===== src/rtl/riscv_boot_sequencer.sv =====
// riscv_boot_sequencer: program loader and run supervisor for the RV32I datapath.
// It streams a program image into instruction memory while the core is held in
// reset, releases the core, then watches the PC for a branch-to-self halt or a
// watchdog timeout and reports the outcome and RUN cycle count.
//
// Ports:
//   clk, reset_n                     clock, async active-low reset
//   start, load_len                  begin load+run (IDLE/DONE only), word count
//   s_valid, s_data, s_ready         program word stream
//   imem_we, imem_addr, imem_wdata   instruction-memory write port (same-cycle)
//   core_reset_n, core_pc            datapath reset and observed PC
//   busy, done, halted, timeout      status (registered)
//   cycle_count, halt_pc             RUN cycle count, PC at halt
//   expected_sum, chk_err            only with BOOT_SEQ_CHECKSUM_EN defined
//
// Optional feature macro: BOOT_SEQ_CHECKSUM_EN (load checksum verification).
module riscv_boot_sequencer #(
  parameter int unsigned ADDR_WIDTH     = 8,
  parameter int unsigned CNT_WIDTH      = 16,
  parameter int unsigned TIMEOUT_CYCLES = 1000,
  parameter int unsigned HALT_REPEAT    = 2,
  parameter int unsigned RESET_HOLD     = 2
) (
  input  logic                  clk,
  input  logic                  reset_n,
  input  logic                  start,
  input  logic [ADDR_WIDTH:0]   load_len,
  input  logic                  s_valid,
  input  logic [31:0]           s_data,
  output logic                  s_ready,
  output logic                  imem_we,
  output logic [ADDR_WIDTH-1:0] imem_addr,
  output logic [31:0]           imem_wdata,
  output logic                  core_reset_n,
  input  logic [31:0]           core_pc,
  output logic                  busy,
  output logic                  done,
  output logic                  halted,
  output logic                  timeout,
  output logic [CNT_WIDTH-1:0]  cycle_count,
  output logic [31:0]           halt_pc
`ifdef BOOT_SEQ_CHECKSUM_EN
  ,
  input  logic [31:0]           expected_sum,
  output logic                  chk_err
`endif
);

  localparam int unsigned LEN_W  = ADDR_WIDTH + 1;
  localparam int unsigned DEPTH  = 1 << ADDR_WIDTH;
  localparam int unsigned HOLD_W = (RESET_HOLD > 1) ? $clog2(RESET_HOLD) : 1;
  localparam int unsigned REP_W  = $clog2(HALT_REPEAT + 1);
  localparam int unsigned CMP_W  = (CNT_WIDTH > 32) ? CNT_WIDTH : 32;

  typedef enum logic [2:0] {S_IDLE, S_LOAD, S_SETTLE, S_RUN, S_DONE} state_e;

  state_e               state_q, state_d;
  logic [LEN_W-1:0]     len_q, wcnt_q, len_sat;
  logic [HOLD_W-1:0]    hold_q;
  logic [CNT_WIDTH-1:0] cnt_q, cnt_inc;
  logic [31:0]          prev_pc_q, halt_pc_q;
  logic [REP_W-1:0]     rep_q, rep_nxt;
  logic                 first_q, busy_q, done_q, halted_q, timeout_q;
  logic                 start_ok, hs, last_word, hold_done, halt_hit, tmo_hit;
  logic                 chk_fail, chk_lock;

  // Datapath decode shared by next-state, output and register processes
  assign start_ok  = start && ((state_q == S_IDLE) || (state_q == S_DONE));
  assign len_sat   = (load_len > LEN_W'(DEPTH)) ? LEN_W'(DEPTH) : load_len;
  assign hs        = (state_q == S_LOAD) && s_valid;
  assign last_word = hs && ((wcnt_q + LEN_W'(1)) == len_q);
  assign hold_done = (hold_q == HOLD_W'(RESET_HOLD - 1));
  assign cnt_inc   = (&cnt_q) ? cnt_q : cnt_q + CNT_WIDTH'(1);
  // The first RUN cycle has no valid previous PC, so it never counts as a repeat
  assign rep_nxt   = (!first_q && (core_pc == prev_pc_q)) ? rep_q + REP_W'(1) : '0;
  assign halt_hit  = (state_q == S_RUN) && (rep_nxt == REP_W'(HALT_REPEAT));
  assign tmo_hit   = (state_q == S_RUN) && (CMP_W'(cnt_inc) == CMP_W'(TIMEOUT_CYCLES));

`ifdef BOOT_SEQ_CHECKSUM_EN
  logic [31:0] sum_q, exp_q, sum_nxt;
  logic        chk_err_q;
  assign sum_nxt  = sum_q + s_data;
  assign chk_fail = (last_word && (sum_nxt != exp_q)) ||
                    (start_ok && (len_sat == '0) && (expected_sum != 32'd0));
  assign chk_lock = chk_err_q;
  assign chk_err  = chk_err_q;
`else
  assign chk_fail = 1'b0;
  assign chk_lock = 1'b0;
`endif

  // State register
  always_ff @(posedge clk or negedge reset_n) begin
    if (!reset_n) state_q <= S_IDLE;
    else          state_q <= state_d;
  end

  // Next-state logic
  always_comb begin
    state_d = state_q;
    case (state_q)
      S_IDLE, S_DONE: begin
        if (start_ok) begin
          if (chk_fail)              state_d = S_DONE;
          else if (len_sat == '0)    state_d = S_SETTLE;
          else                       state_d = S_LOAD;
        end
      end
      S_LOAD:   if (last_word) state_d = chk_fail ? S_DONE : S_SETTLE;
      S_SETTLE: if (hold_done) state_d = S_RUN;
      S_RUN:    if (halt_hit || tmo_hit) state_d = S_DONE;
      default:  state_d = S_IDLE;
    endcase
  end

  // Outputs decoded from registered state and the word counter
  always_comb begin
    s_ready      = (state_q == S_LOAD);
    imem_we      = hs;
    imem_addr    = wcnt_q[ADDR_WIDTH-1:0];
    imem_wdata   = hs ? s_data : 32'd0;
    // A checksum failure parks in DONE without ever releasing the core
    core_reset_n = (state_q == S_RUN) || ((state_q == S_DONE) && !chk_lock);
  end

  // Counters, PC tracking and registered status
  always_ff @(posedge clk or negedge reset_n) begin
    if (!reset_n) begin
      len_q     <= '0;
      wcnt_q    <= '0;
      hold_q    <= '0;
      cnt_q     <= '0;
      prev_pc_q <= '0;
      rep_q     <= '0;
      first_q   <= 1'b0;
      busy_q    <= 1'b0;
      done_q    <= 1'b0;
      halted_q  <= 1'b0;
      timeout_q <= 1'b0;
      halt_pc_q <= '0;
    end else begin
      busy_q <= (state_d == S_LOAD) || (state_d == S_SETTLE) || (state_d == S_RUN);
      done_q <= (state_d == S_DONE);
      hold_q <= ((state_q == S_SETTLE) && !hold_done) ? hold_q + HOLD_W'(1) : '0;
      if (start_ok) begin
        len_q     <= len_sat;
        wcnt_q    <= '0;
        cnt_q     <= '0;
        halt_pc_q <= '0;
        halted_q  <= 1'b0;
        timeout_q <= 1'b0;
      end
      if (hs) wcnt_q <= wcnt_q + LEN_W'(1);
      if (state_q == S_SETTLE) begin
        first_q <= 1'b1;
        rep_q   <= '0;
      end
      if (state_q == S_RUN) begin
        cnt_q     <= cnt_inc;
        prev_pc_q <= core_pc;
        rep_q     <= rep_nxt;
        first_q   <= 1'b0;
        // Halt takes priority over a simultaneous watchdog expiry
        if (halt_hit) begin
          halted_q  <= 1'b1;
          halt_pc_q <= core_pc;
        end else if (tmo_hit) begin
          timeout_q <= 1'b1;
        end
      end
    end
  end

`ifdef BOOT_SEQ_CHECKSUM_EN
  // Running sum of loaded words and the reference latched at start
  always_ff @(posedge clk or negedge reset_n) begin
    if (!reset_n) begin
      sum_q     <= '0;
      exp_q     <= '0;
      chk_err_q <= 1'b0;
    end else begin
      if (start_ok) begin
        sum_q     <= '0;
        exp_q     <= expected_sum;
        chk_err_q <= chk_fail;
      end else if (chk_fail) begin
        chk_err_q <= 1'b1;
      end
      if (hs) sum_q <= sum_nxt;
    end
  end
`endif

  assign busy        = busy_q;
  assign done        = done_q;
  assign halted      = halted_q;
  assign timeout     = timeout_q;
  assign cycle_count = cnt_q;
  assign halt_pc     = halt_pc_q;

endmodule


===== config.mk =====
export PLATFORM = sky130hd
export DESIGN_NAME = riscv_boot_sequencer
export DESIGN_NICKNAME = d
export VERILOG_FILES = /design/src/rtl/riscv_boot_sequencer.sv
export SDC_FILE = /design/constraint.sdc
export NUM_CORES = 1
export LEC_CHECK = 0
export CAP_MARGIN = 20
export CORE_MARGIN = 2
export CORE_UTILIZATION = 35
export CTS_CLUSTER_SIZE = 10
export DETAILED_ROUTE_END_ITERATION = 10
export PLACE_DENSITY_LB_ADDON = 0.25
export SKIP_LAST_GASP = 1
export SLEW_MARGIN = 20
export SYNTH_ARGS = -nofsm -noshare
export SYNTH_HDL_FRONTEND = slang
export SYNTH_SLANG_ARGS = --single-unit
export TNS_END_PERCENT = 30

===== constraint.sdc =====
create_clock -name clk -period 3.4 [get_ports clk]
set_input_delay 0.51 -clock clk [delete_from_list [all_inputs] [get_ports clk]]
set_output_delay 0.51 -clock clk [all_outputs]
set_load 0.02 [all_outputs]

# [After elaboration in Yosys (flattened, before gate mapping)]
# Cells that the tools add are included.
[classes] add_sub_neg=4 magnitude_cmp=1 eq_ne=12 muxes=29 reduce_logical=21
[ops] cell="32-bit 2-to-1 mux" n=4
[ops] cell="16-bit 2-to-1 mux" n=3
[ops] cell="32-bit equality test" n=1
[ops] cell="9-bit 2-to-1 mux" n=3
[ops] cell="16-bit by 1-bit adder with 16-bit output (second input constant)" n=1
[ops] cell="16-bit by 10-bit equality test with 1-bit output (second input constant)" n=1
[ops] cell="16-bit AND reduction" n=1
[ops] cell="3-bit by 2-bit equality test with 1-bit output (second input constant)" n=4
[ops] cell="3-bit 2-to-1 mux" n=4
[ops] cell="3-bit one-hot mux with 4 select lines" n=1
[ops] cell="1-bit 2-to-1 mux" n=10
[ops] cell="9-bit by 1-bit adder with 9-bit output (second input constant)" n=1
[ops] cell="9-bit equality test" n=1
[ops] cell="9-bit greater-than comparator (second input constant)" n=1
[ops] cell="9-bit logical NOT" n=1
[ops] cell="2-bit 2-to-1 mux" n=4
[ops] cell="1-bit logical AND" n=7
[ops] cell="3-bit by 1-bit equality test with 1-bit output (second input constant)" n=2
[ops] cell="3-bit equality test (second input constant)" n=2
[ops] cell="2-bit nonzero test" n=3
[ops] cell="1-bit logical OR" n=5
[ops] cell="3-bit logical NOT" n=1
[ops] cell="2-bit by 1-bit adder with 2-bit output (second input constant)" n=1
[ops] cell="2-bit equality test (second input constant)" n=1
[ops] cell="other kinds (3)" n=4
[word_totals] ff_bits=109 in_bits=77 output_inout_bits=95 wordCells=80

# [Longest topological paths before layout]
# Gate-level depths: netlist of run 1.
[logic_depth] depth_word=11 depth_mapped=10 ltp_nobuf=7

# [Worst setup path before layout of run 1]
# OpenSTA, ideal clock, no wires.
[synth_path] kind="reg-to-reg" startpoint="register cnt_q[1], in the netlist cycle_count[1]" endpoint="register busy_q, in the netlist busy" setup_time_ns=0.133 t_arrival_ns=2.237 t_required_ns=3.267 setup_slack_ns=1.030 path_stages_with_launch=11 path_buffers=3 synth_period_minus_slack_ns=2.370 path_cell_list="dfrtp_1 ha_1 buf_2 and3_1 buf_4 and3_1 buf_4 a21boi_0 nand4b_1 nor4_4 o21ai_1"
[synth_via] elab_chain_len=10 word_cells_on_any_way=13 classes_between="add/sub (1); eq/ne (4); mux (3); reduce/logical (5)"
[synth_rtl] item="start, declared" line_no="60" source="logic [CNT_WIDTH-1:0] cnt_q, cnt_inc;"
[synth_rtl] item="start signal, assigned" line_no="159" source="cnt_q <= cnt_inc;"
[synth_rtl] item="16-bit by 1-bit adder with 16-bit output / 16-bit AND reduction (equally long branches)" line_no="73" source="assign cnt_inc = (&cnt_q) ? cnt_q : cnt_q + CNT_WIDTH'(1);"
[synth_rtl] item="16-bit 2-to-1 mux *" line_no="73"
[synth_rtl] item="16-bit by 10-bit equality test with 1-bit output *" line_no="77" source="assign tmo_hit = (state_q == S_RUN) && (CMP_W'(cnt_inc) == CMP_W'(TIMEOUT_CYCLES));"
[synth_rtl] item="1-bit logical AND *" line_no="77"
[synth_rtl] item="1-bit logical OR *" line_no="111" source="S_RUN: if (halt_hit || tmo_hit) state_d = S_DONE;"
[synth_rtl] item="3-bit 2-to-1 mux *" line_no="111"
[synth_rtl] item="3-bit one-hot mux with 4 select lines *" line_no="101" source="case (state_q)"
[synth_rtl] item="3-bit by 1-bit equality test with 1-bit output / 3-bit by 2-bit equality test with 1-bit output (equally long branches)" line_no="142" source="busy_q <= (state_d == S_LOAD) || (state_d == S_SETTLE) || (state_d == S_RUN);"
[synth_rtl] item="1-bit logical OR" line_no="142"
[synth_rtl] item="1-bit logical OR *" line_no="142"
[synth_rtl] item="end signal, assigned" line_no="142"
[synth_rtl] item="end, declared" line_no="63" source="logic first_q, busy_q, done_q, halted_q, timeout_q;"
# Every way passes the cells marked *; elsewhere a longest branch is shown, timed or not.
# A chain may end at the register's enable or synchronous reset.

# [Final worst setup path of run 1]
[layout_path] startpoint="register state_q[2]" endpoint="output core_reset_n"
[layout_via] elab_chain_len=2 word_cells_on_any_way=3 classes_between="eq/ne (2); reduce/logical (1)"
[layout_rtl] item="start, declared" line_no="57" source="state_e state_q, state_d;"
[layout_rtl] item="start signal, assigned" line_no="95" source="else state_q <= state_d;"
[layout_rtl] item="3-bit by 2-bit equality test with 1-bit output / 3-bit equality test (equally long branches)" line_no="123" source="core_reset_n = (state_q == S_RUN) || ((state_q == S_DONE) && !chk_lock);"
[layout_rtl] item="1-bit logical OR *" line_no="123"
[layout_rtl] item="end, declared" line_no="34" source="output logic core_reset_n,"
# Marked as above.

==> metrics.txt, run 1 <==
status=finished clean; Setup Skew=0.0110 ns; Seq cells post-synth=109; initial antenna violation count=0; layout cells sized above 1=4.83%; total power=2.54 mW; CTS buffer count=9; num rows=47; IO Port Bufs=171; die width=133 um; sw frac=23.3%; fin util=48.7%; DRC=0; Max FO, Critical Path=12; worst path cell trace=nand2b_1 -> or2_1 -> nand2_1 -> clkdlybuf4s50_1; DR WL met2=7180 um; filler cell count=1553; WL met1=7700 um; GRT Overall Usage=18.1%; Core Area=0.0164 mm^2; initial drt markers=294; wirelength, routed=15800 um; P_sw=0.593 mW; RSZ-0062 raised after global routing=no; Worst EP required=2.89 ns; post-route cell area=0.00799 mm^2; Clock Tree Buf Depth=2; Vias per Instance=4.93; CTS tree=done; actual slew at the worst max-slew pin=0.638 ns; WP data arrival=2.36 ns; Clock Sinks=109; Critical path destination=core_reset_n; Leak Pwr=3.53 nW; 1st-pass router iterations=4; CTS clock-pin slew for the worst setup and hold paths=0.08 ns; Logic pwr share=7.5%; Setup-failing EPs final=0; dpl hpwl=11100 um; Nets=903; most frequent cells in the layout=206 x nand2_1, 170 x clkdlybuf4s50_1, 109 x dfrtp_1; max cap viols=0; Post-CTS Hold Buffers=0; number of flops mapped to enable cells by yosys=0; register area share after synthesis=46.8%; num ports=172; Avg Inst Size Synth=8.57 um^2; unique cell type count in the Yosys netlist=51; CP Class=reg2out; peak supply drop=263 uV; fmax=0.348 GHz; clock network power share=40.2%; Die Y=133 um; capture point of the worst reg-to-reg path=busy; Top FF cell, synth=dfrtp_1; Slew Limit Fails=0; Gate Count Post-Synth=680; WL/cell=15.0 um; Worst Setup SP=state_q[2]; ant diodes=0; Synth Cell Area=0.00583 mm^2; final setup TNS=0 ns; Fin. Hold Viols=0; Mapped Nets=759; root buffer cell=clkbuf_16; Area Overhead vs Synth=37.1%; Area after DPL=0.00770 mm^2; grt ovf=0; commonest non-fill, non-tap cell in the layout=nand2_1; vias in the first global route=4914; Max H-tree Level=3; post-route ant nets=0; global-route wire length before repair=25900 um; CP Launch Type=register; highest-delay cell along the critical path=clkdlybuf4s50_1; Pint=1.95 mW; Post-synth ARST share=100%; highest routed layer=met4; die area=0.0177 mm^2; post-CTS setup buffers=0; Worst setup EP type=primary output; post-layout min period=2.87 ns; reg2reg path depth=7; met3 WL=736 um; Flop pwr share=52.3%; Final GP Congestion=0.856; Hold Crit Class=in2async; vias=5173; r2r startpoint=cycle_count[0]; initial core utilization=35.5%; crit share post-route=84.4%; largest net degree at the start of global routing=63; Power per Cell Area=318 mW/mm^2; number of synthesis warnings=0; headroom to the max-slew limit=57.5%; FF-to-FF setup slack=0.66 ns; post-CTS sizing=0; max incr delay on CP=0.64 ns; clk_lat worst skew=0.36 ns
synthesized netlist by cell type (3+ instances only):
master | instances | area, um^2
nand2_1 | 207 | 777
dfrtp_1 | 109 | 2730
o21ai_0 | 56 | 280
and3_1 | 38 | 238
xor2_1 | 34 | 298
clkbuf_1 | 27 | 101
nor2_1 | 22 | 82.6
a21oi_1 | 17 | 85.1
xnor2_1 | 15 | 131
nand3_1 | 14 | 70.1
nor4_1 | 12 | 75.1
buf_4 | 11 | 82.6
nand4_1 | 11 | 68.8
buf_2 | 10 | 50.1
inv_1 | 8 | 30.0
nand3b_1 | 8 | 60.1
or3_1 | 6 | 37.5
a31oi_1 | 5 | 31.3
nor3_1 | 5 | 25.0
a22o_1 | 4 | 35.0
a311oi_1 | 4 | 35.0
nand4b_1 | 4 | 35.0
a21boi_0 | 3 | 22.5
and2_1 | 3 | 18.8
buf_1 | 3 | 11.3
o21ai_1 | 3 | 15.0
o31ai_1 | 3 | 22.5
o41ai_1 | 3 | 26.3
worst min-delay path by stage:
stage	to	slack, ns
CTS	state_q[2]	0.21
finish	cycle_count[5]	0.18
detailed placement	hold_done	0.45
global route	state_q[2]	0.24
floorplan	busy	0.21
global placement	hold_done	0.42
layer usage:
layer / track usage [%] / vias up
li1: - / 2597
met1: 25.6 / 2448
met2: 28.2 / 116
met3: 3.79 / 12
met4: 5.02 / 0
met5: 0 / -
final cells by class:
type | instances | area [um^2] | share of cell area (%)
clock inverters | 5 | 41.3 | 0.517
well taps | 220 | 275 | 3.45
flip-flops and latches | 109 | 2730 | 34.1
multi-input cells | 512 | 2840 | 35.6
inverters | 8 | 30.0 | 0.376
repair buffers | 184 | 1830 | 22.9
clock buffers | 11 | 243 | 3.04
per-stage QoR:
stage,worst slack [ns],hold slack [ns],std cells
CTS,0.514,0.205,1049
detailed placement,0.487,0.451,1033
finish,0.530,0.185,1049
global placement,0.508,0.424,1033
global route,0.404,0.238,1049
floorplan,1.03,0.214,680
logic make-up (layout without fill, tap and decap cells):
kind of cell | Yosys count | after routing | synth area share [%]
flip-flops | 109 | 109 | 46.8
AO/OA/AOI/OAI | 113 | 113 | 11.9
multiplexers | 3 | 3 | 0.537
adder cells (fa/ha/maj) | 2 | 2 | 0.429
XOR/XNOR | 49 | 49 | 7.36
buffers and inverters | 59 | 208 | 4.72
AND/OR/NAND/NOR | 345 | 345 | 28.2
worst max-delay path, delay by kind of cell, from the launching register on:
kind | cells | cell delay, ns
buf+inv | 1 | 0.64
flops | 1 | 0.42
simple gates | 3 | 0.93
power by group through the flow:
| stage | Sequential, mW | Clock, mW | Combinational, mW |
|---|---|---|---|
| after global placement | 1.35 | 0 | 0.193 |
| after global routing | 1.33 | 1.12 | 0.213 |
| after floorplan | 1.35 | 0 | 0.0487 |
| after CTS | 1.33 | 1.06 | 0.195 |
| after detailed placement | 1.35 | 0 | 0.194 |
| final | 1.33 | 1.02 | 0.191 |
sequential cells by signal (all words and copies together) (netlist names):
signal,cells
prev_pc_q,32
first_q,1
halted,1
rep_q,2
len_q,9
cycle_count,16
hold_done,1
done,1
state_q,3
wcnt_q,9
busy,1
timeout,1
halt_pc,32
No activity file was read; power rests on OpenSTA's default activity.
==> inputs of run 2 (changes only) <==
==> constraint.sdc (replaced) <==
create_clock -name clk -period 2.5 [get_ports clk]
set_input_delay 0.375 -clock clk [delete_from_list [all_inputs] [get_ports clk]]
set_output_delay 0.375 -clock clk [all_outputs]
set_load 0.02 [all_outputs]
==> metrics.txt, run 2 (synthesized netlist as in run 1, its figures left out) <==
status=finished clean; WL/cell=14.8 um (-1.8%); ant diodes=0 (unchanged); root buffer cell=clkbuf_16; Leak Pwr=3.75 nW (+6.1%); Fin. Hold Viols=0 (unchanged); Power per Cell Area=427 mW/mm^2 (+34%); Worst EP required=2.12 ns (-0.77 ns); clock network power share=41.2% (+1.0 points); FF-to-FF setup slack=0.14 ns (-0.52 ns); CP Class=reg2out; actual slew at the worst max-slew pin=0.680 ns (+0.0419 ns); Die Y=133 um (unchanged); Max H-tree Level=3 (unchanged); vias in the first global route=5113 (+4.0%); total power=3.56 mW (+40%); initial drt markers=295 (+0.34%); Slew Limit Fails=0 (unchanged); commonest non-fill, non-tap cell in the layout=nand2_1; Area Overhead vs Synth=43.3%; CP Launch Type=register; Clock Tree Buf Depth=2 (unchanged); Max FO, Critical Path=36 (+24); CTS buffer count=9 (unchanged); IO Port Bufs=171 (unchanged); die area=0.0177 mm^2 (unchanged); initial core utilization=35.5% (unchanged); Logic pwr share=8.1% (+0.6 points); clk_lat worst skew=0.36 ns (about the same); global-route wire length before repair=26800 um (+3.4%); Core Area=0.0164 mm^2 (unchanged); Nets=943 (+4.4%); post-route ant nets=0 (unchanged); most frequent cells in the layout=206 x nand2_1, 169 x clkdlybuf4s50_1, 109 x dfrtp_1; largest net degree at the start of global routing=55 (-13%); Flop pwr share=50.7% (-1.6 points); P_sw=0.888 mW (+50%); post-CTS sizing=2 (+2); Pint=2.68 mW (+37%); RSZ-0062 raised after global routing=yes; worst setup margin=0.0348 ns (-0.496 ns); die width=133 um (unchanged); wirelength, routed=16100 um (+1.9%); WP data arrival=2.09 ns (-0.27 ns); Final GP Congestion=0.887 (+3.7%); dpl hpwl=11700 um (+5.0%); max cap viols=0 (unchanged); peak supply drop=388 uV (+47%); Post-CTS Hold Buffers=0 (unchanged); Setup Skew=0.00851 ns (-0.00248 ns); crit share post-route=98.6%; 1st-pass router iterations=4 (unchanged); sw frac=24.9% (+1.6 points); post-CTS setup buffers=0 (unchanged); post-layout min period=2.47 ns; CTS clock-pin slew for the worst setup and hold paths=0.08 ns (about the same); final setup TNS=0 ns (unchanged); fmax=0.406 GHz; initial antenna violation count=0 (unchanged); num ports=172 (unchanged); Setup-failing EPs final=0 (unchanged); headroom to the max-slew limit=54.7% (-2.8 points); Clock Sinks=109 (unchanged); Vias per Instance=4.84 (-1.8%); Hold Crit Class=in2async; grt ovf=0 (unchanged); layout cells sized above 1=9.44% (+4.6 points); CTS tree=done; num rows=47 (unchanged); Worst setup EP type=primary output; DRC=0 (unchanged); Place WS=-0.359 ns (-0.846 ns); vias=5276 (+2.0%); GRT Overall Usage=18.8% (+0.67 points)
==> run 2: final cells by class <==
cell class | count | area, um^2
Fill cell | 1527 | 8050
Multi-Input combinational cell | 512 | 2850
Sequential cell | 109 | 2730
Timing Repair Buffer | 224 | 2160
Tap cell | 220 | 275
Clock buffer | 9 | 225
Clock inverter | 7 | 87.6
Inverter | 8 | 30.0
==> run 2: metrics by stage <==
stage	cells	hold WS, ns	utilization, %	cell area (um^2)
3_5_place_dp	1073	0.427	48.9	8030
5_1_grt	1089	0.0908	50.9	8350
2_1_floorplan	680	0.0794	-	5830
4_1_cts	1089	0.0660	50.9	8350
3_3_place_gp	1073	0.424	48.9	8030
6_report	1089	0.0466	50.9	8350
==> run 2: worst max-delay path, cell delays in order (launching register included) <==
cell	delay, ns
dfrtp_1	0.44
nor3b_4	0.27
buf_12	0.21
and3_1	0.17
clkdlybuf4s50_1	0.63
==> run 2: worst paths after layout <==
kind                            cells after the start              to           start
worst max register to register                      7      state_q[1]  cycle_count[0]
worst min register to register                      1       hold_done       hold_done
min in group clk                                    1       hold_done       hold_done
worst max-delay path                                4  imem_wdata[28]      state_q[0]
max in group asynchronous                           2            done         reset_n
worst min-delay path                                1  cycle_count[3]         reset_n
==> run 2: power groups by stage <==
| stage | clock network (mW) | logic, mW | registers [mW] |
|---|---|---|---|
| after floorplan | 0 | 0.0662 | 1.84 |
| after global placement | 0 | 0.290 | 1.84 |
| after detailed placement | 0 | 0.292 | 1.84 |
| after CTS | 1.51 | 0.294 | 1.81 |
| after global routing | 1.58 | 0.321 | 1.81 |
| final | 1.47 | 0.289 | 1.81 |
==> run 2: per-layer routing <==
layer	track usage, %	vias up	routed length [um]	part of all wire, %
li1	-	2680	-	-
met1	26.8	2466	7900	49
met2	29.2	121	7370	46
met3	4.75	9	700	4.4
met4	3.46	0	117	0.73
met5	0	-	0	0
==> inputs of run 3 (changes only) <==
--- a/config.mk
+++ b/config.mk
@@ -10,6 +10,7 @@
 export CORE_UTILIZATION = 35
 export CTS_CLUSTER_SIZE = 10
 export DETAILED_ROUTE_END_ITERATION = 10
+export HOLD_SLACK_MARGIN = 0.15
 export PLACE_DENSITY_LB_ADDON = 0.25
 export SKIP_LAST_GASP = 1
 export SLEW_MARGIN = 20
==> metrics.txt, run 3 (synthesized netlist as in run 1, its figures left out) <==
Worst EP required=2.12 ns (about the same); IO Port Bufs=171 (unchanged); num ports=172 (unchanged); die area=0.0177 mm^2 (unchanged); grt ovf=0 (unchanged); Clock Tree Buf Depth=2 (unchanged); Worst setup EP type=primary output; global-route wire length before repair=26800 um (unchanged); fmax=0.406 GHz (about the same); multi-input logic area=0.00285 mm^2 (unchanged); initial core utilization=35.5% (unchanged); fin util=51.0% (+0.061 points); WL/cell=14.8 um (-0.10%); Fin. Hold Viols=0 (unchanged); max cap viols=0 (unchanged); Slew Limit Fails=0 (unchanged); ant diodes=0 (unchanged); headroom to the max-slew limit=54.4% (-0.31 points); RSZ-0062 raised after global routing=yes; initial antenna violation count=0 (unchanged); post-route ant nets=0 (unchanged); crit share post-route=98.6% (about the same); Area Overhead vs Synth=43.5%; Nets=944 (+0.11%); Hold Crit Class=reg2reg; Area after DPL=0.00803 mm^2 (unchanged); CTS clock-pin slew for the worst setup and hold paths=0.08 ns (about the same); hold_ws=0.436 ns (+0.390 ns); CTS tree=done; dpl hpwl=11700 um (unchanged); vias in the first global route=5113 (unchanged); 1st-pass router iterations=4 (unchanged); DRC=0 (unchanged); Max FO, Critical Path=36 (unchanged); Final GP Congestion=0.887 (unchanged); initial drt markers=287 (-2.7%); Leak Pwr=3.75 nW (+0.11%); root buffer cell=clkbuf_16; Max H-tree Level=3 (unchanged); Core Area=0.0164 mm^2 (unchanged); actual slew at the worst max-slew pin=0.684 ns (+0.00470 ns); r2r startpoint=cycle_count[0]; min-delay src=hold_done; total power=3.57 mW (about the same); CP Class=reg2out; Power per Cell Area=426 mW/mm^2 (about the same); CTS buffer count=9 (unchanged); Place WS=-0.359 ns (unchanged); register area=0.00273 mm^2 (unchanged); placed cells=1073 (unchanged); post-layout min period=2.47 ns (+0.000603 ns); worst setup margin=0.0342 ns (-0.000603 ns); Setup-failing EPs final=0 (unchanged); WP data arrival=2.09 ns (about the same); Clock Sinks=109 (unchanged); peak supply drop=388 uV (about the same); Setup Skew=0.00818 ns (-0.000332 ns); clk_lat worst skew=0.36 ns (about the same); largest net degree at the start of global routing=55 (unchanged); post-route cell area=0.00836 mm^2 (+0.12%); post-CTS setup buffers=0 (unchanged); layout cells sized above 1=9.43% (-0.011 points); most frequent cells in the layout=206 x nand2_1, 169 x clkdlybuf4s50_1, 109 x dfrtp_1; GRT Overall Usage=18.8% (unchanged); final setup TNS=0 ns (unchanged); Worst Setup SP=state_q[0]; Vias per Instance=4.84 (-0.17%); num rows=47 (unchanged); Cell Count, Final, Fillers Out=1090 (+0.092%); CP Launch Type=register; Die Y=133 um (unchanged); vias=5272 (-0.076%); wirelength, routed=16100 um (about the same); status=finished clean; commonest non-fill, non-tap cell in the layout=nand2_1; die width=133 um (unchanged); filler cell count=1526 (-0.065%)
run 3: timing repair:
action / 4_1_cts / 5_1_grt
resized for setup: 2 / 1
setup endpoints to repair: 2 / 65
hold endpoints to repair: 48 / 0
hold buffers: 1 / 0
pin swaps: 0 / 0
run 3: final cells by class:
| class | count | area share, % |
|---|---|---|
| multi-input combinational | 512 | 34.1 |
| clock buffer | 9 | 2.69 |
| inverter | 8 | 0.359 |
| sequential | 109 | 32.6 |
| timing repair buffer | 225 | 25.9 |
| clock inverter | 7 | 1.05 |
| tap | 220 | 3.29 |
run 3: critical path: stages (launching register included):
cell,delay (ns)
dfrtp_1,0.44
nor3b_4,0.27
buf_12,0.21
and3_1,0.17
clkdlybuf4s50_1,0.63
run 3: where the power goes:
group	leakage [nW]	internal (mW)	switching (mW)
Sequential	1.38	1.79	0.0181
Clock	0.148	0.720	0.749
Combinational	2.22	0.168	0.122
run 3: layer usage:
| metal | up-vias | track usage (%) | part of all wire, % |
|---|---|---|---|
| met2 | 117 | 29.2 | 46 |
| li1 | 2682 | - | - |
| met4 | 0 | 3.46 | 0.73 |
| met1 | 2464 | 26.8 | 49 |
| met3 | 9 | 4.71 | 4.5 |
| met5 | - | 0 | 0 |
run 3: worst paths after layout:
kind                             endpoint  depth (start not counted)  slack, ns
max                        imem_wdata[28]                          4       0.03
min reg2reg                     hold_done                          1       0.44
min in group asynchronous  cycle_count[3]                          2       0.60
max reg2reg                    state_q[1]                          7       0.14
max in group asynchronous            done                          3       1.22
min                             hold_done                          1       0.44
